[config.mk]
export PLATFORM = sky130hd
export DESIGN_NAME = vga_frame_blitter_flat
export DESIGN_NICKNAME = d
export VERILOG_FILES = /design/src/rtl/vga_frame_blitter_pkg.sv /design/src/rtl/vga_frame_blitter_if.sv /design/src/rtl/vga_vsync_sync.sv /design/src/rtl/vga_frame_blitter.sv /design/src/flat_wrapper.sv
export SDC_FILE = /design/constraint.sdc
export NUM_CORES = 1
export LEC_CHECK = 0
export BUFFER_PORTS_ARGS = -buffer_cell sky130_fd_sc_hd__buf_2
export CAP_MARGIN = 30
export CORE_MARGIN = 3
export CORE_UTILIZATION = 55
export CTS_CLUSTER_DIAMETER = 150
export DETAILED_ROUTE_END_ITERATION = 12
export GPL_TIMING_DRIVEN = 0
export MAX_ROUTING_LAYER = met4
export PLACE_DENSITY = 0.79
export SETUP_SLACK_MARGIN = 0.05
export SYNTH_ARGS = -nofsm -noshare
export SYNTH_HDL_FRONTEND = slang
export SYNTH_HIERARCHICAL = 1
export SYNTH_SLANG_ARGS = --single-unit
export TNS_END_PERCENT = 10
[constraint.sdc]
create_clock -name clk -period 4.6 [get_ports clk]
set_input_delay 1.38 -clock clk [delete_from_list [all_inputs] [get_ports clk]]
set_output_delay 1.38 -clock clk [all_outputs]
set_load 0.05 [all_outputs]
[src/rtl/vga_frame_blitter_pkg.sv]
// Shared definitions for the per-frame screen blitter: FSM encoding, screen ids,
// default geometry and fixed port widths of the VGA adapter.
package vga_frame_blitter_pkg;

    typedef enum logic [1:0] {
        ST_IDLE  = 2'd0,
        ST_DRAW  = 2'd1,
        ST_FLUSH = 2'd2
    } blit_state_t;

    localparam int SCR_MENU  = 0;
    localparam int SCR_RED   = 1;
    localparam int SCR_GREEN = 2;
    localparam int SCR_SCORE = 3;

    localparam int DEF_H_RES = 320;
    localparam int DEF_V_RES = 240;

    localparam int ADDR_W = 17;
    localparam int X_W    = 9;
    localparam int Y_W    = 8;

    function automatic int scrWidth(input int numScreens);
        return (numScreens > 1) ? $clog2(numScreens) : 1;
    endfunction

endpackage

[src/rtl/vga_frame_blitter_if.sv]
// Bus between the blitter, the screen ROMs and the VGA adapter pixel-write port.
interface vga_frame_blitter_if
    import vga_frame_blitter_pkg::*;
#(
    parameter int COLOR_W     = 3,
    parameter int NUM_SCREENS = 4
);
    // No valid/ready here: ROM reads are fixed-latency, and writeEn is a one-cycle
    // write strobe with no back-pressure; x/y/color are meaningful only while it is high.
    logic [ADDR_W-1:0]              oRomAddr;
    logic [NUM_SCREENS*COLOR_W-1:0] iRomData;
    logic [X_W-1:0]                 x;
    logic [Y_W-1:0]                 y;
    logic [COLOR_W-1:0]             color;
    logic                           writeEn;

    modport master (output oRomAddr, x, y, color, writeEn, input iRomData);
    modport slave  (input oRomAddr, x, y, color, writeEn, output iRomData);
endinterface

[src/rtl/vga_vsync_sync.sv]
// Brings the asynchronous active-low V_SYNC into clk and emits a 1-cycle pulse on its fall.
module vga_vsync_sync (
    input  logic clk,
    input  logic iReset,
    input  logic V_SYNC,
    output logic vsFall
);
    // [0],[1] synchronise; [2] is the previous synchronised value for edge detection.
    logic [2:0] syncQ;

    always_ff @(posedge clk) begin
        if (iReset) begin
            syncQ <= 3'b111;
        end else begin
            syncQ <= {syncQ[1:0], V_SYNC};
        end
    end

    assign vsFall = syncQ[2] & ~syncQ[1];
endmodule

[src/rtl/vga_frame_blitter.sv]
// Copies one full screen image from the selected ROM into the VGA adapter on every
// V_SYNC fall, one pixel per clk, with an optional solid cursor square overlaid.
module vga_frame_blitter
    import vga_frame_blitter_pkg::*;
#(
    parameter int H_RES       = DEF_H_RES,
    parameter int V_RES       = DEF_V_RES,
    parameter int COLOR_W     = 3,
    parameter int NUM_SCREENS = 4,
    parameter int ROM_LAT     = 1,
    parameter int CUR_SIZE    = 4,
    parameter logic [COLOR_W-1:0] CUR_COLOR = '1,
    localparam int SCR_W      = scrWidth(NUM_SCREENS)
) (
    input  logic                 clk,
    input  logic                 iReset,
    input  logic                 V_SYNC,
    input  logic                 keyPress,
    input  logic [1:0]           iGameMode,
    input  logic                 iCurEn,
    input  logic [X_W-1:0]       iMouseX,
    input  logic [Y_W-1:0]       iMouseY,
    vga_frame_blitter_if.master  bus,
    output logic [SCR_W-1:0]     oScreen,
    output logic                 oFrameDone,
    output logic                 oOverrun,
    output blit_state_t          oState
);
    logic vsFall;

    vga_vsync_sync uSync (.clk(clk), .iReset(iReset), .V_SYNC(V_SYNC), .vsFall(vsFall));

    blit_state_t       state, stateNext;
    logic [ADDR_W-1:0] addr;
    logic [X_W-1:0]    cx;
    logic [Y_W-1:0]    cy;
    logic [1:0]        flushCnt;
    logic              lastPix, frameStart, frameEnd;

    assign lastPix    = (cx == X_W'(H_RES - 1)) && (cy == Y_W'(V_RES - 1));
    assign frameStart = (state == ST_IDLE) && vsFall;

    always_comb begin
        stateNext = state;
        frameEnd  = 1'b0;
        case (state)
            ST_IDLE:  if (vsFall) stateNext = ST_DRAW;
            ST_DRAW:  if (lastPix) stateNext = ST_FLUSH;
            ST_FLUSH: if (flushCnt == 2'(ROM_LAT - 1)) begin
                stateNext = ST_IDLE;
                frameEnd  = 1'b1;
            end
            default:  stateNext = ST_IDLE;
        endcase
    end

    // Address walks raster order by +1; x/y are tracked alongside so no multiply is needed.
    always_ff @(posedge clk) begin
        if (iReset) begin
            state      <= ST_IDLE;
            addr       <= '0;
            cx         <= '0;
            cy         <= '0;
            flushCnt   <= '0;
            oFrameDone <= 1'b0;
        end else begin
            state      <= stateNext;
            oFrameDone <= frameEnd;
            if (frameStart || (state == ST_DRAW && lastPix)) begin
                addr     <= '0;
                cx       <= '0;
                cy       <= '0;
                flushCnt <= '0;
            end else if (state == ST_DRAW) begin
                addr <= addr + ADDR_W'(1);
                if (cx == X_W'(H_RES - 1)) begin
                    cx <= '0;
                    cy <= cy + Y_W'(1);
                end else begin
                    cx <= cx + X_W'(1);
                end
            end else if (state == ST_FLUSH) begin
                flushCnt <= flushCnt + 2'd1;
            end
        end
    end

    logic              keyPrev, keyRise, curEn;
    logic [SCR_W-1:0]  pend;
    logic [X_W-1:0]    curX;
    logic [Y_W-1:0]    curY;

    assign keyRise = keyPress & ~keyPrev;

    // Pending selection is free to move; oScreen and the cursor latch only at frame start.
    always_ff @(posedge clk) begin
        if (iReset) begin
            keyPrev  <= 1'b0;
            pend     <= SCR_W'(SCR_MENU);
            oScreen  <= SCR_W'(SCR_MENU);
            curEn    <= 1'b0;
            curX     <= '0;
            curY     <= '0;
            oOverrun <= 1'b0;
        end else begin
            keyPrev <= keyPress;
            if (iGameMode != 2'd0) begin
                pend <= (int'(iGameMode) >= NUM_SCREENS) ? SCR_W'(NUM_SCREENS - 1)
                                                         : SCR_W'(iGameMode);
            end else if (keyRise) begin
                pend <= (pend == SCR_W'(NUM_SCREENS - 1)) ? '0 : pend + SCR_W'(1);
            end
            if (frameStart) begin
                oScreen <= pend;
                curEn   <= iCurEn;
                curX    <= iMouseX;
                curY    <= iMouseY;
            end
            if (vsFall && state != ST_IDLE) oOverrun <= 1'b1;
        end
    end

    logic [ROM_LAT-1:0] vPipe;
    logic [X_W-1:0]     xPipe [ROM_LAT];
    logic [Y_W-1:0]     yPipe [ROM_LAT];

    always_ff @(posedge clk) begin
        if (iReset) begin
            vPipe <= '0;
            for (int i = 0; i < ROM_LAT; i++) begin
                xPipe[i] <= '0;
                yPipe[i] <= '0;
            end
        end else begin
            vPipe[0] <= (state == ST_DRAW);
            xPipe[0] <= cx;
            yPipe[0] <= cy;
            for (int i = 1; i < ROM_LAT; i++) begin
                vPipe[i] <= vPipe[i-1];
                xPipe[i] <= xPipe[i-1];
                yPipe[i] <= yPipe[i-1];
            end
        end
    end

    logic               wEn, inCur;
    logic [X_W-1:0]     pixX;
    logic [Y_W-1:0]     pixY;
    logic [COLOR_W-1:0] romPix;

    assign wEn    = vPipe[ROM_LAT-1];
    assign pixX   = xPipe[ROM_LAT-1];
    assign pixY   = yPipe[ROM_LAT-1];
    assign romPix = bus.iRomData[oScreen*COLOR_W +: COLOR_W];

    // One extra bit so a cursor near the right/bottom edge never wraps to column/row 0.
    assign inCur = curEn
        && ({1'b0, pixX} >= {1'b0, curX}) && ({1'b0, pixX} < {1'b0, curX} + (X_W+1)'(CUR_SIZE))
        && ({1'b0, pixY} >= {1'b0, curY}) && ({1'b0, pixY} < {1'b0, curY} + (Y_W+1)'(CUR_SIZE));

    assign bus.oRomAddr = addr;
    assign bus.writeEn  = wEn;
    assign bus.x        = pixX;
    assign bus.y        = pixY;
    assign bus.color    = !wEn ? '0 : (inCur ? CUR_COLOR : romPix);
    assign oState       = state;
endmodule

[src/flat_wrapper.sv]
// flat-port wrapper written by rule: the top's interface ports become plain ports
module vga_frame_blitter_flat import vga_frame_blitter_pkg::*;
#(
    parameter int H_RES       = DEF_H_RES,
    parameter int V_RES       = DEF_V_RES,
    parameter int COLOR_W     = 3,
    parameter int NUM_SCREENS = 4,
    parameter int ROM_LAT     = 1,
    parameter int CUR_SIZE    = 4,
    parameter logic [COLOR_W-1:0] CUR_COLOR = '1,
    localparam int SCR_W      = scrWidth(NUM_SCREENS)
)
  (clk, iReset, V_SYNC, keyPress, iGameMode, iCurEn, iMouseX, iMouseY, oScreen, oFrameDone, oOverrun, oState, bus_oRomAddr, bus_x, bus_y, bus_color, bus_writeEn, bus_iRomData);
  vga_frame_blitter_if #(.COLOR_W(COLOR_W), .NUM_SCREENS(NUM_SCREENS)) bus_i ();
  input  logic clk;
  input  logic iReset;
  input  logic V_SYNC;
  input  logic keyPress;
  input  logic [1:0] iGameMode;
  input  logic iCurEn;
  input  logic [X_W-1:0] iMouseX;
  input  logic [Y_W-1:0] iMouseY;
  output logic [SCR_W-1:0] oScreen;
  output logic oFrameDone;
  output logic oOverrun;
  output blit_state_t oState;
  output wire logic [$bits(bus_i.oRomAddr)-1:0] bus_oRomAddr;
  output wire logic [$bits(bus_i.x)-1:0] bus_x;
  output wire logic [$bits(bus_i.y)-1:0] bus_y;
  output wire logic [$bits(bus_i.color)-1:0] bus_color;
  output wire logic [$bits(bus_i.writeEn)-1:0] bus_writeEn;
  input wire logic [$bits(bus_i.iRomData)-1:0] bus_iRomData;
  assign bus_oRomAddr = bus_i.oRomAddr;
  assign bus_x = bus_i.x;
  assign bus_y = bus_i.y;
  assign bus_color = bus_i.color;
  assign bus_writeEn = bus_i.writeEn;
  assign bus_i.iRomData = bus_iRomData;
  vga_frame_blitter #(.H_RES(H_RES), .V_RES(V_RES), .COLOR_W(COLOR_W), .NUM_SCREENS(NUM_SCREENS), .ROM_LAT(ROM_LAT), .CUR_SIZE(CUR_SIZE), .CUR_COLOR(CUR_COLOR)) u_core (.clk(clk), .iReset(iReset), .V_SYNC(V_SYNC), .keyPress(keyPress), .iGameMode(iGameMode), .iCurEn(iCurEn), .iMouseX(iMouseX), .iMouseY(iMouseY), .bus(bus_i), .oScreen(oScreen), .oFrameDone(oFrameDone), .oOverrun(oOverrun), .oState(oState));
endmodule
==> results.md <==
* HPWL after detailed placement at 6930 um
* Max Transition Viols Final at 0
* # diodes at 0
* P&R area growth vs syn at 17.0%
* Critical R2R Launch: u_core/cx[0]
* Status: complete, no violations
* Synthesized Nets at 551
* Final GP Congestion at 0.935
* Power per standard cell area at 282 nW/um2
* Top_reg_cell synth: dfxtp_1
* Worst-margin pin slew at 0.518 ns
* Sequential fraction of the synthesis area at 40.4%
* TritonRoute pass-1 iters at 4
* DRC violations left at 0
* Row count at 31
* Max rail drop VDD at 0.196 mV
* Yosys top cell area share at 40.4%
* Max-capacitance violation count at 0
* Count leader, synth: dfxtp_1
* All-Layer GR Usage at 22.5%
* Max Clk Rate at 237 MHz
* WHS Endpoint: u_core/uSync/syncQ[1]
* Fin util at 66.8%
* Initial Util at 57.1%
* Area contributors post-synth: dfxtp_1 (40%), ha_1 (11%), nand2_1 (6.4%)
* Die height at 93.0 um
* Synth cell count leaders: dfxtp_1 (84), nand2_1 (71), a21oi_1 (42), ha_1 (37), nor2_1 (37)
* CP cell instances: ha_1 > and3_1 > nand3_1 > xnor2_1 > ha_1 > nor3_1 > nand4_1 > nor3_1 > o32ai_1 > o31ai_1 > buf_2
* Reg clk slew, reported paths at 0.08 ns
* Initial antenna violation count at 0
* Slowest cell on crit path: dfxtp_1
* Hold path cells at 1
* CTS tree: yes
* PortBufs at 79
* Yosys cell types at 49
* CTS sink count at 84
* CP Class: register to primary output
* CTS root buf: clkbuf_8
* Synth Area per Inst at 8.71 um2
* Static leakage at 0.00213 uW
* WL/cell at 13.5 um
* WHS at 0.408 ns
* R2r setup slk at 2.83 ns
* Mapped cell area at 4160 um2
* Hold buffers post-CTS at 0
* Layout cells sized above 1 at 20.1%
* Via density at 5.22
* Area after DPL at 4680 um2
* HP Start: u_core/uSync/syncQ[0]
* EDFF count, synth at 0
* Die W at 93.0 um
* Die ar. at 8650 um2
* Slowest stage delay, CP at 0.43 ns
* Largest delay share family, worst path: simple AND/OR/NAND/NOR gates
* Final Cycle Share at 91.6%
* Final Skew at 0.00749 ns
* Cts bufs inserted at 9
* Final hold violation count at 0
* CTS max path bufs at 2
* Area leader, netlist: dfxtp_1
* Final setup violation count at 0
* Worst-Skew Late Latency at 0.35 ns
* Hold Path Class: register to register
* Async SR Flop Fraction at 0%
* Nets at 641
* H-tree lvl count at 3
* CP Capture Type: primary output
* Startpoint types: register
* Buffers & Inverters on Critical Path at 1
* Vias after detailed routing at 3500
* Max-slew headroom at 65.5%
* Largest net degree at the start of global routing at 14
* Starting DRC count in detailed routing at 102
* Arrival @ worst endpoint at 2.83 ns
* Post-CTS setup buffer count at 0
* Final Power at 1370 uW
* Routed WL at 9030 um
* Num ports at 80
* Critical path depth in cells at 11
* WP data required at 3.22 ns
* Fin area at 4870 um2
* RSZ-0062 raised after global routing: no
* Core ar. at 7290 um2
* Ys Warns at 6
* Reg2Reg Depth at 7
* Flops & latches, synth at 84
* Antenna Nets Post-Route at 0
* Critical register-to-register path endpoint: u_core/bus.oRomAddr[10]
* Critical-path maximum fanout at 6
* Post-CTS resize count at 0
* Total grt overflow at 0
* Fillcell total at 648
* Final setup TNS at 0 ns
* Syn Inst Count at 478
* First-pass GRT wire length at 15200 um
* Vias in the first global route at 3361
* Post-layout minimum cycle time at 4.21 ns
metal layers:
layer | vias up | GRT usage (%) | routed length (um)
met4 | 0 | 7.81 | 76
met5 | - | - | 0
met2 | 88 | 36.0 | 4260
met1 | 1622 | 28.1 | 4160
li1 | 1782 | - | -
met3 | 8 | 5.23 | 529
worst register-to-register path, cell delays in order, from the launching register on:
cell     delay (ns)
dfxtp_1        0.40
ha_1           0.20
and2_1         0.28
nand4_4        0.17
o21ai_1        0.19
buf_4          0.21
buf_6          0.15
nor2_1         0.05
power by group:
group          total (uW)  leakage (uW)  switching (uW)  internal [uW]
sequential            750      0.000680            11.8            738
clock                 510     0.0000979             250            260
combinational         113       0.00135            68.0           44.9
area by class of cell:
class	count	area (um2)	area share, %
clock inverter	5	52.6	1.08
timing repair buffer	79	395	8.12
inverter	27	101	2.08
buffer	17	92.6	1.90
tap	99	124	2.54
multi-input combinational	350	2290	46.9
sequential	84	1680	34.5
clock buffer	10	138	2.82
kinds of logic after synthesis:
logic type | after synthesis | share of synthesized area [%]
fa+ha+maj | 37 | 11.1
flops | 84 | 40.4
buf+inv | 44 | 4.66
compound gates | 68 | 9.17
mux | 4 | 1.89
xor+xnor | 38 | 8.00
simple gates | 203 | 24.8
per-stage QoR:
| step | instances | setup WS [ns] |
|---|---|---|
| finish | 671 | 0.386 |
| global route | 671 | 0.147 |
| CTS | 671 | 0.363 |
| detailed placement | 656 | 0.755 |
| global placement | 656 | 0.743 |
| floorplan | 478 | 0.321 |
state kept, by name, summed over array words and instances, names as in the netlist, 3 cells and up:
register             count
u_core/bus.oRomAddr     17
u_core/curX              9
u_core/curY              8
u_core/cx                9
u_core/cy                8
u_core/uSync/syncQ       3
u_core/xPipe             9
u_core/yPipe             8
how the worst max path moves through the flow:
stage	to	from	slack, ns
2_1_floorplan	bus_color[0]	u_core/curX[2]	0.32
3_3_place_gp	bus_color[0]	u_core/curX[2]	0.74
3_5_place_dp	bus_color[0]	u_core/curX[2]	0.75
4_1_cts	bus_color[0]	u_core/curX[2]	0.36
5_1_grt	bus_color[0]	u_core/curX[2]	0.15
6_report	bus_color[0]	u_core/curX[2]	0.39
placed cells by master, fill, tap and decap left out, drive strengths merged, types with 2 or more instances in the layout:
master,n
inv,27
and3,8
xnor2,17
and2,5
nand4,8
nand2,71
nand3,19
nor2,39
nor3b,2
mux4,3
and4,7
dfxtp,84
nor2b,23
nand2b,7
nor3,7
o21ai,11
o31ai,3
a21oi,42
clkinv,3
or2,3
ha,37
xor2,21
buf,90
clkbuf,16
a22oi,2
No activity file was read; power rests on OpenSTA's default activity.
